**config.mk**
```make
export PLATFORM = sky130hd
export DESIGN_NAME = mac_accumulator
export DESIGN_NICKNAME = d
export VERILOG_FILES = /design/src/rtl/alu_pkg.sv /design/src/rtl/bit4multiplier.sv /design/src/rtl/mac_accumulator.sv
export SDC_FILE = /design/constraint.sdc
export NUM_CORES = 1
export LEC_CHECK = 0
export ABC_AREA = 1
export CAP_MARGIN = 20
export CORE_MARGIN = 8
export CORE_UTILIZATION = 40
export CTS_CLUSTER_SIZE = 28
export DETAILED_ROUTE_END_ITERATION = 6
export GPL_TIMING_DRIVEN = 0
export PLACE_DENSITY = 0.64
export SYNTH_ARGS = -nofsm -noshare
export SYNTH_HDL_FRONTEND = slang
export SYNTH_SLANG_ARGS = --single-unit
```
**constraint.sdc**
```tcl
create_clock -name clk -period 3.59 [get_ports clk]
set_input_delay 0.718 -clock clk [delete_from_list [all_inputs] [get_ports clk]]
set_output_delay 0.718 -clock clk [all_outputs]
set_load 0.01 [all_outputs]
```
**src/rtl/alu_pkg.sv**
```systemverilog
// Shared ALU datapath definitions: MAC state encoding, default MAC sizing
// and the operand width of the 4-bit multiplier.
package alu_pkg;

    typedef enum logic [0:0] {
        ACCUM = 1'b0,
        HOLD  = 1'b1
    } mac_state_t;

    localparam int MAC_ACC_W   = 12;
    localparam int MAC_N_TERMS = 4;
    localparam int OPND_W      = 4;

endpackage

```
**src/rtl/bit4multiplier.sv**
```systemverilog
// Unsigned 4x4 combinational multiplier producing an 8-bit product.
module bit4multiplier
    import alu_pkg::*;
(
    input  logic [OPND_W-1:0]   multiplicand,
    input  logic [OPND_W-1:0]   multiplier_input,
    output logic [2*OPND_W-1:0] A_B
);

    logic [2*OPND_W-1:0] a_b_s;
    logic [2*OPND_W-1:0] mcand_ext_s;

    assign mcand_ext_s = {{OPND_W{1'b0}}, multiplicand};

    // Shift-and-add over the multiplier bits to form the product.
    always_comb begin
        a_b_s = {(2*OPND_W){1'b0}};
        for (int i = 0; i < OPND_W; i++) begin
            if (multiplier_input[i]) begin
                a_b_s = a_b_s + (mcand_ext_s << i);
            end else begin
                a_b_s = a_b_s;
            end
        end
    end

    assign A_B = a_b_s;

endmodule

```
**src/rtl/mac_accumulator.sv**
```systemverilog
// Two-stage multiply-accumulate: registers the product of each accepted
// operand pair, then sums N_TERMS products into a registered result that is
// held on a valid/ready output handshake until consumed.
module mac_accumulator
    import alu_pkg::*;
#(
    parameter int ACC_W   = MAC_ACC_W,
    parameter int N_TERMS = MAC_N_TERMS
) (
    input  logic              clk,
    input  logic              rst,
    input  logic              in_valid,
    output logic              in_ready,
    input  logic [OPND_W-1:0] multiplicand,
    input  logic [OPND_W-1:0] multiplier_input,
    output logic              out_valid,
    input  logic              out_ready,
    output logic [ACC_W-1:0]  acc_out,
    output logic              overflow
);

    localparam int CNT_W  = $clog2(N_TERMS + 1);
    localparam int PROD_W = 2 * OPND_W;

    localparam logic [CNT_W-1:0] CNT_ZERO  = CNT_W'(0);
    localparam logic [CNT_W-1:0] CNT_ONE   = CNT_W'(1);
    localparam logic [CNT_W-1:0] CNT_TERMS = CNT_W'(N_TERMS);
    localparam logic [CNT_W-1:0] CNT_FINAL = CNT_W'(N_TERMS - 1);

    mac_state_t          state_q,      state_d;
    logic [PROD_W-1:0]   prod_q,       prod_d;
    logic                prod_v_q,     prod_v_d;
    logic [ACC_W-1:0]    acc_q,        acc_d;
    logic                overflow_q,   overflow_d;
    logic [CNT_W-1:0]    issued_cnt_q, issued_cnt_d;
    logic [CNT_W-1:0]    acc_cnt_q,    acc_cnt_d;
    logic                out_valid_q,  out_valid_d;

    logic [PROD_W-1:0]   prod_s;
    logic                in_ready_s;
    logic                accept_s;
    logic [ACC_W:0]      sum_s;

    bit4multiplier u_mult (
        .multiplicand     (multiplicand),
        .multiplier_input (multiplier_input),
        .A_B              (prod_s)
    );

    // Accept terms only while accumulating, below the term budget and out of reset.
    always_comb begin
        if (rst) begin
            in_ready_s = 1'b0;
        end else if ((state_q == ACCUM) && (issued_cnt_q < CNT_TERMS)) begin
            in_ready_s = 1'b1;
        end else begin
            in_ready_s = 1'b0;
        end
    end

    assign accept_s = in_valid && in_ready_s;

    // Extra top bit of the sum captures the carry-out of the accumulate.
    assign sum_s = {1'b0, acc_q} + (ACC_W + 1)'(prod_q);

    // Next-state logic for the product stage, accumulator, counters and FSM.
    always_comb begin
        state_d      = state_q;
        prod_d       = prod_q;
        prod_v_d     = 1'b0;
        acc_d        = acc_q;
        overflow_d   = overflow_q;
        issued_cnt_d = issued_cnt_q;
        acc_cnt_d    = acc_cnt_q;
        out_valid_d  = out_valid_q;

        if (accept_s) begin
            prod_d       = prod_s;
            prod_v_d     = 1'b1;
            issued_cnt_d = issued_cnt_q + CNT_ONE;
        end else begin
            prod_d       = prod_q;
            prod_v_d     = 1'b0;
        end

        case (state_q)
            ACCUM: begin
                if (prod_v_q) begin
                    acc_d      = sum_s[ACC_W-1:0];
                    overflow_d = overflow_q | sum_s[ACC_W];
                    acc_cnt_d  = acc_cnt_q + CNT_ONE;
                    if (acc_cnt_q == CNT_FINAL) begin
                        state_d     = HOLD;
                        out_valid_d = 1'b1;
                    end else begin
                        state_d     = ACCUM;
                        out_valid_d = 1'b0;
                    end
                end else begin
                    state_d     = ACCUM;
                    out_valid_d = 1'b0;
                end
            end
            HOLD: begin
                if (out_ready) begin
                    acc_d        = {ACC_W{1'b0}};
                    overflow_d   = 1'b0;
                    issued_cnt_d = CNT_ZERO;
                    acc_cnt_d    = CNT_ZERO;
                    state_d      = ACCUM;
                    out_valid_d  = 1'b0;
                end else begin
                    state_d     = HOLD;
                    out_valid_d = 1'b1;
                end
            end
            default: begin
                state_d     = ACCUM;
                out_valid_d = 1'b0;
            end
        endcase
    end

    // State register with synchronous reset; aborts any partial result.
    always_ff @(posedge clk) begin
        if (rst) begin
            state_q      <= ACCUM;
            prod_q       <= {PROD_W{1'b0}};
            prod_v_q     <= 1'b0;
            acc_q        <= {ACC_W{1'b0}};
            overflow_q   <= 1'b0;
            issued_cnt_q <= CNT_ZERO;
            acc_cnt_q    <= CNT_ZERO;
            out_valid_q  <= 1'b0;
        end else begin
            state_q      <= state_d;
            prod_q       <= prod_d;
            prod_v_q     <= prod_v_d;
            acc_q        <= acc_d;
            overflow_q   <= overflow_d;
            issued_cnt_q <= issued_cnt_d;
            acc_cnt_q    <= acc_cnt_d;
            out_valid_q  <= out_valid_d;
        end
    end

    assign in_ready  = in_ready_s;
    assign out_valid = out_valid_q;
    assign acc_out   = acc_q;
    assign overflow  = overflow_q;

endmodule

```
* Word-level counts from Yosys, hierarchy flattened
Cells that the tools add are included. Widths: inputs -> output; s select.
Storage, ports and cells: latch bits 0, RAM bits 0, logic and storage cells 45, input bits 12, bits in registers 29, output and inout port bits 15, memories kept 0, ROM bits 0
Operators by class: reduce and logical (&&, ||, !) cells 3, add/subtract/negate cells 6, bitwise operators 2, $lt $le $gt $ge 1, equal/unequal tests 3, divide/modulo/power cells 0, multipliers 0, shift-type cells 0, muxes and demuxes 23
Operators by type and width (count):
- $mux 12 | 2
- $mux 8 | 3
- $pmux 12 s2 | 1
- $mux 3 | 5
- $add 12x8->13 | 1
- $add 8x5->8 | 1
- $add 8x6->8 | 1
- $add 8x7->8 | 1
- $mux 1 | 8
- $add 3x1->3 const B | 2
- $pmux 3 s2 | 1
- $mux 4 | 1
- $ne 2x2->1 const B | 2
- $pmux 1 s2 | 2
- $eq 3x2->1 const B | 1
- $lt 3x3->1 const B | 1
- $logic_and 1x1->1 | 2
- $reduce_and 2->1 | 1
- $not 1->1 | 1
- $or 1x1->1 | 1

* Logic depth before layout (Yosys ltp)
Gate-level depths: netlist (run 1).
depth in word-level cells 8, mapped depth 21, gate-level depth less buffers 21

* Hierarchy
A second synthesis (run 1) with hierarchy kept.
Unflattened totals: cells, all modules 320, area, all modules 2247.2 um2
By module, submodules not included:
- mac_accumulator | area an instance 1631.6 um2, seq. area each 580.6 um2, cells an instance 221, times used 1
- bit4multiplier | area an instance 615.6 um2, seq. area each 0.0 um2, cells an instance 99, times used 1

* Worst setup path after synthesis (run 1)
Ideal clock, no wire load.
path kind input to register, start point input multiplier_input[0], end point register prod_q[6], setup time 0.119 ns, slack -0.026 ns, path buffers 0, cell stages on the path 18, arrival 3.497 ns, cell sequence nand2_1 inv_1 ha_1 inv_1 fa_1 o21ai_0 ha_1 inv_1 fa_1 xor2_1 nand2_1 a21boi_0 ha_1 nand3_1 nand2_1 xor2_1 o21ai_1 a21oi_1
On the way: longest elaborated chain between the ends 7
Ends and longest elaborated chain:
- start, declared | line mac_accumulator.sv:15 | input logic [OPND_W-1:0] multiplier_input,
- $mux 4 * | line bit4multiplier.sv:19 | if (multiplier_input[i]) begin
- $add 8x5->8 | line bit4multiplier.sv:20 | a_b_s = a_b_s + (mcand_ext_s << i);
- $mux 8 * | line bit4multiplier.sv:19
- $add 8x6->8 | line bit4multiplier.sv:20
- $mux 8 * | line bit4multiplier.sv:19
- $add 8x7->8 | line bit4multiplier.sv:20
- $mux 8 * | line bit4multiplier.sv:19
- end signal, assigned | line mac_accumulator.sv:128 | prod_q <= {PROD_W{1'b0}};
- end signal, assigned | line mac_accumulator.sv:137 | prod_q <= prod_d;
- end, declared | line mac_accumulator.sv:31 | logic [PROD_W-1:0] prod_q, prod_d;
Every way passes the cells marked *; elsewhere a longest branch is shown, timed or not. A chain may end at the register's enable or synchronous reset.

* Worst setup path after layout (run 1)
start point input multiplicand[1], end point register prod_q[5]
On the way: longest elaborated chain between the ends 7
Ends and longest elaborated chain:
- start, declared | line mac_accumulator.sv:14 | input logic [OPND_W-1:0] multiplicand,
- $mux 4 | line bit4multiplier.sv:19
- $add 8x5->8 | line bit4multiplier.sv:20
- $mux 8 | line bit4multiplier.sv:19
- $add 8x6->8 | line bit4multiplier.sv:20
- $mux 8 | line bit4multiplier.sv:19
- $add 8x7->8 | line bit4multiplier.sv:20
- $mux 8 * | line bit4multiplier.sv:19
Marks and branches as above.

==> summary.txt, run 1 <==
Floorplan
  – # IOs: 27
  – Std-Cell Rows: 26
  – Core outline area: a little over 5000 um2
  – Die Height: 88.00 um
  – Starting Density: roughly two fifths
  – Die footprint: 7743 um2
  – Chip width: 88.00 um

Setup path
  – Worst EP arrival: around 3600 ps
  – Worst EP required: 3770 ps
  – Slowest CP cell: fa_2
  – WP depth: 17
  – Worst-path cell chain: buf_12 -> nand2_4 -> inv_4 -> ha_4 -> inv_2 -> fa_1 -> o21ai_2 -> ha_2 -> inv_2 -> fa_2 -> nand2_2 -> and2_4 -> ha_4 -> fa_2 -> xor2_1 -> a21oi_1 -> a21oi_1
  – Crit end category: flip-flop
  – R2r worst-path depth: 9
  – CP delay by family, top: adder cells
  – Max FO, Critical Path: 6
  – Worst Path Buf+Inv: 4
  – Setup CP Type: input port to flip-flop
  – Peak per-stage delay on the critical path: 530 ps
  – Critical Path Source Type: input port

Final layout
  – Utilization after layout: roughly 50%
  – N_diodes: 0
  – P&R area growth vs syn: 25.05%
  – Final net count: roughly 370
  – Share of layout cells above drive strength 1: about an eighth

Routing
  – DRC errors left: 0
  – Post-DRT Antenna Nets: 0
  – Post-Route WL: about 4700 um
  – First DRT Iteration DRCs: 85
  – Vias per cell: ~5.0
  – Via count: 1,991
  – WL/cell: ~12 um
  – Drt pass-1 iters: 4

Synthesis
  – Post-Syn Instances: slightly below 300
  – Number of synthesized register bits: 29
  – Synth Warn #: 0
  – Number of synthesized flops with an enable pin: 0
  – Avg Cell Area, Syn: roughly 7.1 um2
  – Top FF cell, synth: dfxtp_1
  – Asr flop ratio synth: 0%
  – Syn_nets: 331
  – Post-synth cell types: 32
  – Synthesized area: 2073 um2
  – Sequential cell area fraction in the yosys report: 28.00%

Global routing
  – Largest net degree at the start of global routing: 11
  – Gr ovfl total: 0
  – First-pass GRT wire length: around 8000 um
  – Total GRT Usage: approximately an eighth
  – Vias in the first global route: between 1,500 and 2,000
  – Antenna violations before repair: 0

Place
  – Placer Congestion: 0.7981
  – Port bufs: 25
  – Dpl hpwl: 3701 um

CTS
  – Root buf cell: clkbuf_8
  – CTS clk-pin slew, worst paths: roughly 70 ps
  – CTS Buf Count: 5
  – Clk_lat worst skew: 290 ps
  – Sinks on Clock Net: 29
  – Hold buffers post-CTS: 0
  – CTS tree: done
  – Max Buffers Root-to-Sink: 2
  – H-tree Lvls: 2

Power and ir drop
  – Max IR drop VDD: approximately 0.12 mV
  – Static leakage: roughly 1.2 nW
  – Pwr dens: roughly 310 nW/um2

Timing
  – Worst Max-Slew Pin Slew: roughly 500 ps
  – Max-slew violation count: 0
  – Hold Violations, Final: 0
  – Final worst path period need: between 3000 and 4000 ps
  – Slew margin rel.: about 66%
  – Clk_skew: 5.200 ps
  – FMAX: between 200 and 300 MHz
  – Setup TNS: 0 ps
  – Setup violators final: 0
  – Min Hold Slack: between 400 and 500 ps
  – Final Cycle Share: a little over nine tenths

Status
  – Status: finished clean

Run
  – Max-cap viol count: 0

Min path
  – Worst hold path type: flip-flop to flip-flop
  – Min-Delay Path Depth: 1
[power by group]
group | internal, mW | total [mW] | switching [mW]
Sequential | 0.334 | 0.343 | 0.00898
Combinational | 0.0806 | 0.181 | 0.101
Clock | 0.133 | 0.268 | 0.134
Total | 0.548 | 0.792 | 0.244
[cell families after synthesis]
logic type | synth area share, %
flops | 28.00
compound gates | 15.69
fa+ha+maj | 17.14
xor+xnor | 1.268
simple gates | 29.15
buf+inv | 8.750
[placed cells by master, fill, tap and decap left out, types with 2 or more instances in the layout]
master,Yosys,routed
ha_4,0,2
a22oi_1,3,3
dfxtp_1,29,29
xor2_1,3,3
ha_1,22,19
inv_1,38,35
nand2_2,1,3
a21oi_2,2,2
nand2_1,73,70
buf_4,0,3
clkdlybuf4s50_1,0,20
nor2_4,2,2
clkinv_2,0,2
clkbuf_2,0,2
nand3b_1,4,4
o21a_1,2,2
a21oi_1,34,34
nand2_4,1,2
fa_2,0,2
fa_1,4,2
inv_2,1,3
clkbuf_8,0,5
nand4_1,3,3
o21ai_0,12,11
nand3_1,29,29
nor2_1,16,16
[per-layer routing]
metal  part of all wire (%)  global-route usage (%)  routed length (um)
met5                      0                       0                   0
met4                    2.2                   5.781                 103
met3                    3.4                   2.814                 160
met2                     48                   22.02                2269
met1                     46                   15.12                2162
[Yosys cell counts, types with 2 or more instances]
library cell	instances	area, um2
a22oi_1	3	22.52
nor2_1	16	60.06
nand3b_1	4	30.03
fa_1	4	80.08
a21oi_1	34	170.2
nand2_1	73	274.0
a21oi_2	2	17.52
a21boi_0	2	15.01
xor2_1	3	26.28
nand3_1	29	145.1
ha_1	22	275.3
nor2_4	2	22.52
o21a_1	2	15.01
inv_1	38	142.6
nand4_1	3	18.77
o21ai_0	12	60.06
dfxtp_1	29	580.6
[cell type report]
class	instances	area [um2]
repair buffers	28	280.3
clock inverters	3	17.52
well taps	70	87.58
flip-flops and latches	29	580.6
inverters	41	163.9
clock buffers	5	68.82
plain buffers	3	20.02
fillers	511	2450
multi-input cells	220	1374
[worst register-to-register path, stage by stage, from the launching register on]
cell     delay, ps
dfxtp_1        330
ha_1           260
fa_1           430
nand3_1        110
nand3_1        110
nand2_1         90
nand3_1        130
nand2_2        120
nor2_1          40
o21a_1         150
[through the flow]
stage	power, mW	instance area [um2]	std cells	worst slack, ps
final	0.7919	2592	399	148.9
after global routing	0.8421	2592	399	-19.14
after CTS	0.7813	2500	396	15.11
after detailed placement	0.5117	2411	388	-907.4
after global placement	0.5093	2411	388	-877.6
after floorplan	0.4605	2073	293	30.95
[final timing paths]
| path | start | endpoint | slack, ps |
|---|---|---|---|
| hold reg to reg | issued_cnt_q[0] | issued_cnt_q[0] | 460 |
| setup reg to reg | acc_out[0] | overflow | 1720 |
| setup / recovery | multiplicand[1] | prod_q[5] | 150 |
| hold / removal | issued_cnt_q[0] | issued_cnt_q[0] | 460 |
[sequential cells by signal, summed over array words and instances (netlist names)]
register,flops
acc_cnt_q,3
acc_out,12
issued_cnt_q,3
out_valid,1
overflow,1
prod_q,8
prod_v_q,1
[repair_timing]
item | CTS | global route
endpoints found under the setup margin | 5 | 4
pin swaps | 1 | 10
setup buffers | 0 | 3
gates resized for setup | 17 | 28
No activity file was read; power rests on OpenSTA's default activity.
==> run 2, diff against run 1 <==
--- a/config.mk
+++ b/config.mk
@@ -5,14 +5,15 @@
 export SDC_FILE = /design/constraint.sdc
 export NUM_CORES = 1
 export LEC_CHECK = 0
-export ABC_AREA = 1
+export ABC_AREA = 0
 export CAP_MARGIN = 20
+export CORE_ASPECT_RATIO = 0.8
 export CORE_MARGIN = 8
 export CORE_UTILIZATION = 40
 export CTS_CLUSTER_SIZE = 28
 export DETAILED_ROUTE_END_ITERATION = 6
 export GPL_TIMING_DRIVEN = 0
-export PLACE_DENSITY = 0.64
+export PLACE_DENSITY = 0.65
 export SYNTH_ARGS = -nofsm -noshare
 export SYNTH_HDL_FRONTEND = slang
 export SYNTH_SLANG_ARGS = --single-unit
==> run 2 against run 1 <==
The run now ends with negative setup slack left. Core utilization grew 1.2 points. Clock skew grew 2.6 ps. Setup slack lost 220 ps. Sequential cell count is the same. Largest power group is now the clock network.
==> summary.txt, run 2 <==
Synthesis
  – Post-synth top area share: 29.22%
  – Top FF cell, synth: dfxtp_1
  – Synth top area cells: dfxtp_1 29%, ha_1 14%, a21oi_1 5.3%
  – Number of synthesized register bits: 29
  – Syn_nets: 266
  – Synth Warn #: 0
  – Number of synthesized flops with an enable pin: 0
  – Asr flop ratio synth: 0%
  – Synthesized area: around 2000 um2
  – Top-count cell post-synth: dfxtp_1
  – Post-synth cell types: 47
  – Synth area leader: dfxtp_1
  – Commonest cells post-synth: 29 x dfxtp_1, 25 x nor2_1, 22 x ha_1
  – Post-Syn Instances: between 200 and 250
  – Sequential cell area fraction in the yosys report: slightly below 30%
  – Avg Cell Area, Syn: about 8.7 um2

Floorplan
  – Core outline area: just under 5000 um2
  – Die Height: between 70 and 80 um
  – Std-Cell Rows: 23
  – # IOs: 27
  – Starting Density: around two fifths
  – Die footprint: 7493 um2
  – Chip width: between 90 and 100 um

Timing
  – Max-slew violation count: 0
  – Final Cycle Share: 101.9%
  – Slew margin rel.: 65.27%
  – Worst Max-Slew Pin Slew: approximately 520 ps
  – Clk_skew: a little under 8 ps
  – Final worst path period need: between 3000 and 4000 ps
  – FMAX: ~270 MHz
  – Hold Violations, Final: 0
  – Setup violators final: 2
  – Unrepaired setup endpoints after global routing: true
  – Final setup margin: -67.14 ps

Final layout
  – Final Non-Filler Cells: between 300 and 400
  – Share of layout cells above drive strength 1: 20.00%
  – Sequential cell area: between 500 and 600 um2
  – Leading cell type in the layout, fill and taps excluded: dfxtp_1
  – Utilization after layout: 52.61%
  – Commonest cells after routing, fill and taps aside: 29 x dfxtp_1, 25 x nor2_1, 19 x clkdlybuf4s50_1, 16 x a21oi_1, 16 x ha_1
  – Max reg flops: 12
  – P&R area growth vs syn: 29.53%
  – Final net count: a little over 300
  – Filler Cell Count: approximately 480
  – Multi-input logic area: 1433 um2
  – N_diodes: 0

Routing
  – Post-Route WL: approximately 4700 um
  – DRC errors left: 0
  – Post-DRT Antenna Nets: 0
  – Via count: ~1,700
  – WL/cell: between 10 and 15 um
  – First DRT Iteration DRCs: 67
  – Vias per cell: about 5.2
  – Drt pass-1 iters: 4

Global routing
  – Vias in the first global route: around 1,700
  – Total GRT Usage: a little over an eighth
  – Layer with the highest usage: met2
  – GR Layer Usage met3: 2.637%
  – Gr ovfl total: 0
  – Largest net degree at the start of global routing: 11
  – First-pass GRT wire length: about 8200 um
  – Antenna violations before repair: 0
  – GRT met1 Usage: approximately a fifth
  – Met2 Use GR: about a fifth

Min path
  – Min-Delay Path Depth: 2
  – Worst hold path type: flip-flop to flip-flop

CTS
  – CTS clk-pin slew, worst paths: approximately 70 ps
  – Max Buffers Root-to-Sink: 2
  – Sinks on Clock Net: 29
  – H-tree Lvls: 2
  – CTS Buf Count: 5
  – Clk_lat worst skew: between 200 and 300 ps
  – CTS tree: done
  – Root buf cell: clkbuf_8

Setup path
  – Max FO, Critical Path: 2
  – Setup CP Type: input port to flip-flop
  – Crit end category: flip-flop
  – Worst EP required: roughly 3700 ps
  – Worst EP arrival: ~3800 ps
  – Critical Path Source Type: input port
  – R2r worst-path depth: 7

Status
  – Status: complete, but fails checks
  – Failing checks: negative setup slack

Place
  – Dpl hpwl: 3542 um
  – Placer Congestion: about 0.83
  – Placed cell count: between 300 and 400
  – Port bufs: 23

Power and ir drop
  – Pwr dens: 352.4 nW/um2
  – Static leakage: 1.083 nW
  – Max IR drop VDD: approximately 0.21 mV

Run
  – Max-cap viol count: 0
==> run 2: cell types whose count changed after synthesis, sizes merged, moves of 6 or more <==
cell    previous run  this run
nand2             75        14
xnor2              0         8
nand2b             0         6
inv               40        11
a21oi             36        21
nor2              19        26
nand3             29         5
==> run 2: cell families (layout without fill, tap and decap cells) <==
family	after synthesis	in the layout	share of synthesized area (%)
AND/OR/NAND/NOR	73	73	18.64
flip-flops	29	29	29.22
buffers and inverters	19	56	4.219
AO/OA/AOI/OAI	62	62	21.29
XOR/XNOR	13	13	5.731
adder cells (fa/ha/maj)	27	27	18.39
multiplexers	5	5	2.519
==> run 2: final timing paths <==
check	slack, ps	start	end
worst min-delay path	460	issued_cnt_q[1]	issued_cnt_q[1]
worst max register to register	1500	acc_out[0]	acc_out[6]
worst min register to register	460	issued_cnt_q[1]	issued_cnt_q[1]
worst max-delay path	-70	multiplicand[1]	prod_q[7]
==> run 2: worst max-delay path, stage by stage <==
cell and delay [ps]:
buf_12 100, and2_4 160, ha_4 160, inv_2 50, fa_2 410, mux2i_1 200, ha_2 240, inv_2 50
fa_1 490, nand2_1 50, o31a_1 120, ha_2 190, fa_2 370, a21oi_2 150, nor2b_1 50, o211ai_1 180
a21oi_1 100
==> run 2: layout make-up <==
class / count / area share, %
plain buffers: 8 / 1.653
clock buffers: 7 / 3.354
clock inverters: 1 / 1.167
inverters: 11 / 1.604
multi-input cells: 180 / 55.66
flip-flops and latches: 29 / 22.56
well taps: 62 / 3.014
repair buffers: 29 / 10.99
==> run 2: metrics by stage <==
stage | TNS (ps) | total power, mW | cell area, um2 | worst slack [ps] | hold WS [ps]
after floorplan | -24.94 | 0.4852 | 2047 | -14.95 | 435.6
after global placement | -4373 | 0.5337 | 2355 | -989.4 | 447.9
after detailed placement | -4438 | 0.5386 | 2355 | -1053 | 454.0
after CTS | -220.8 | 0.9072 | 2540 | -138.7 | 463.3
after global routing | -532.6 | 0.9583 | 2574 | -190.4 | 476.1
final | -90.02 | 0.9070 | 2574 | -67.14 | 463.7
==> run 2: routing by layer <==
| metal | part of all wire, % | vias up |
|---|---|---|
| met5 | 0 | - |
| met4 | 1.5 | 0 |
| met3 | 3.1 | 8 |
| li1 | - | 890 |
| met2 | 43 | 18 |
| met1 | 52 | 782 |
==> run 2: power by group <==
group	internal, mW	total [mW]	switching, mW
Sequential	0.335	0.344	0.00939
Combinational	0.102	0.209	0.107
Clock	0.226	0.354	0.127
Total	0.663	0.907	0.244
==> run 2: repair_timing <==
| item | CTS | global route |
|---|---|---|
| endpoints found under the setup margin | 5 | 4 |
| setup buffers | 6 | 0 |
| hold buffers | 0 | 0 |
| pin swaps | 15 | 7 |
| resized for setup | 30 | 7 |
==> run 3, diff against run 2 <==
--- a/config.mk
+++ b/config.mk
@@ -10,6 +10,7 @@
 export CORE_ASPECT_RATIO = 0.8
 export CORE_MARGIN = 8
 export CORE_UTILIZATION = 40
+export CTS_CLUSTER_DIAMETER = 30
 export CTS_CLUSTER_SIZE = 28
 export DETAILED_ROUTE_END_ITERATION = 6
 export GPL_TIMING_DRIVEN = 0
==> results of run 3 <==
Final layout, timing and power as in run 2 (identical DEF).
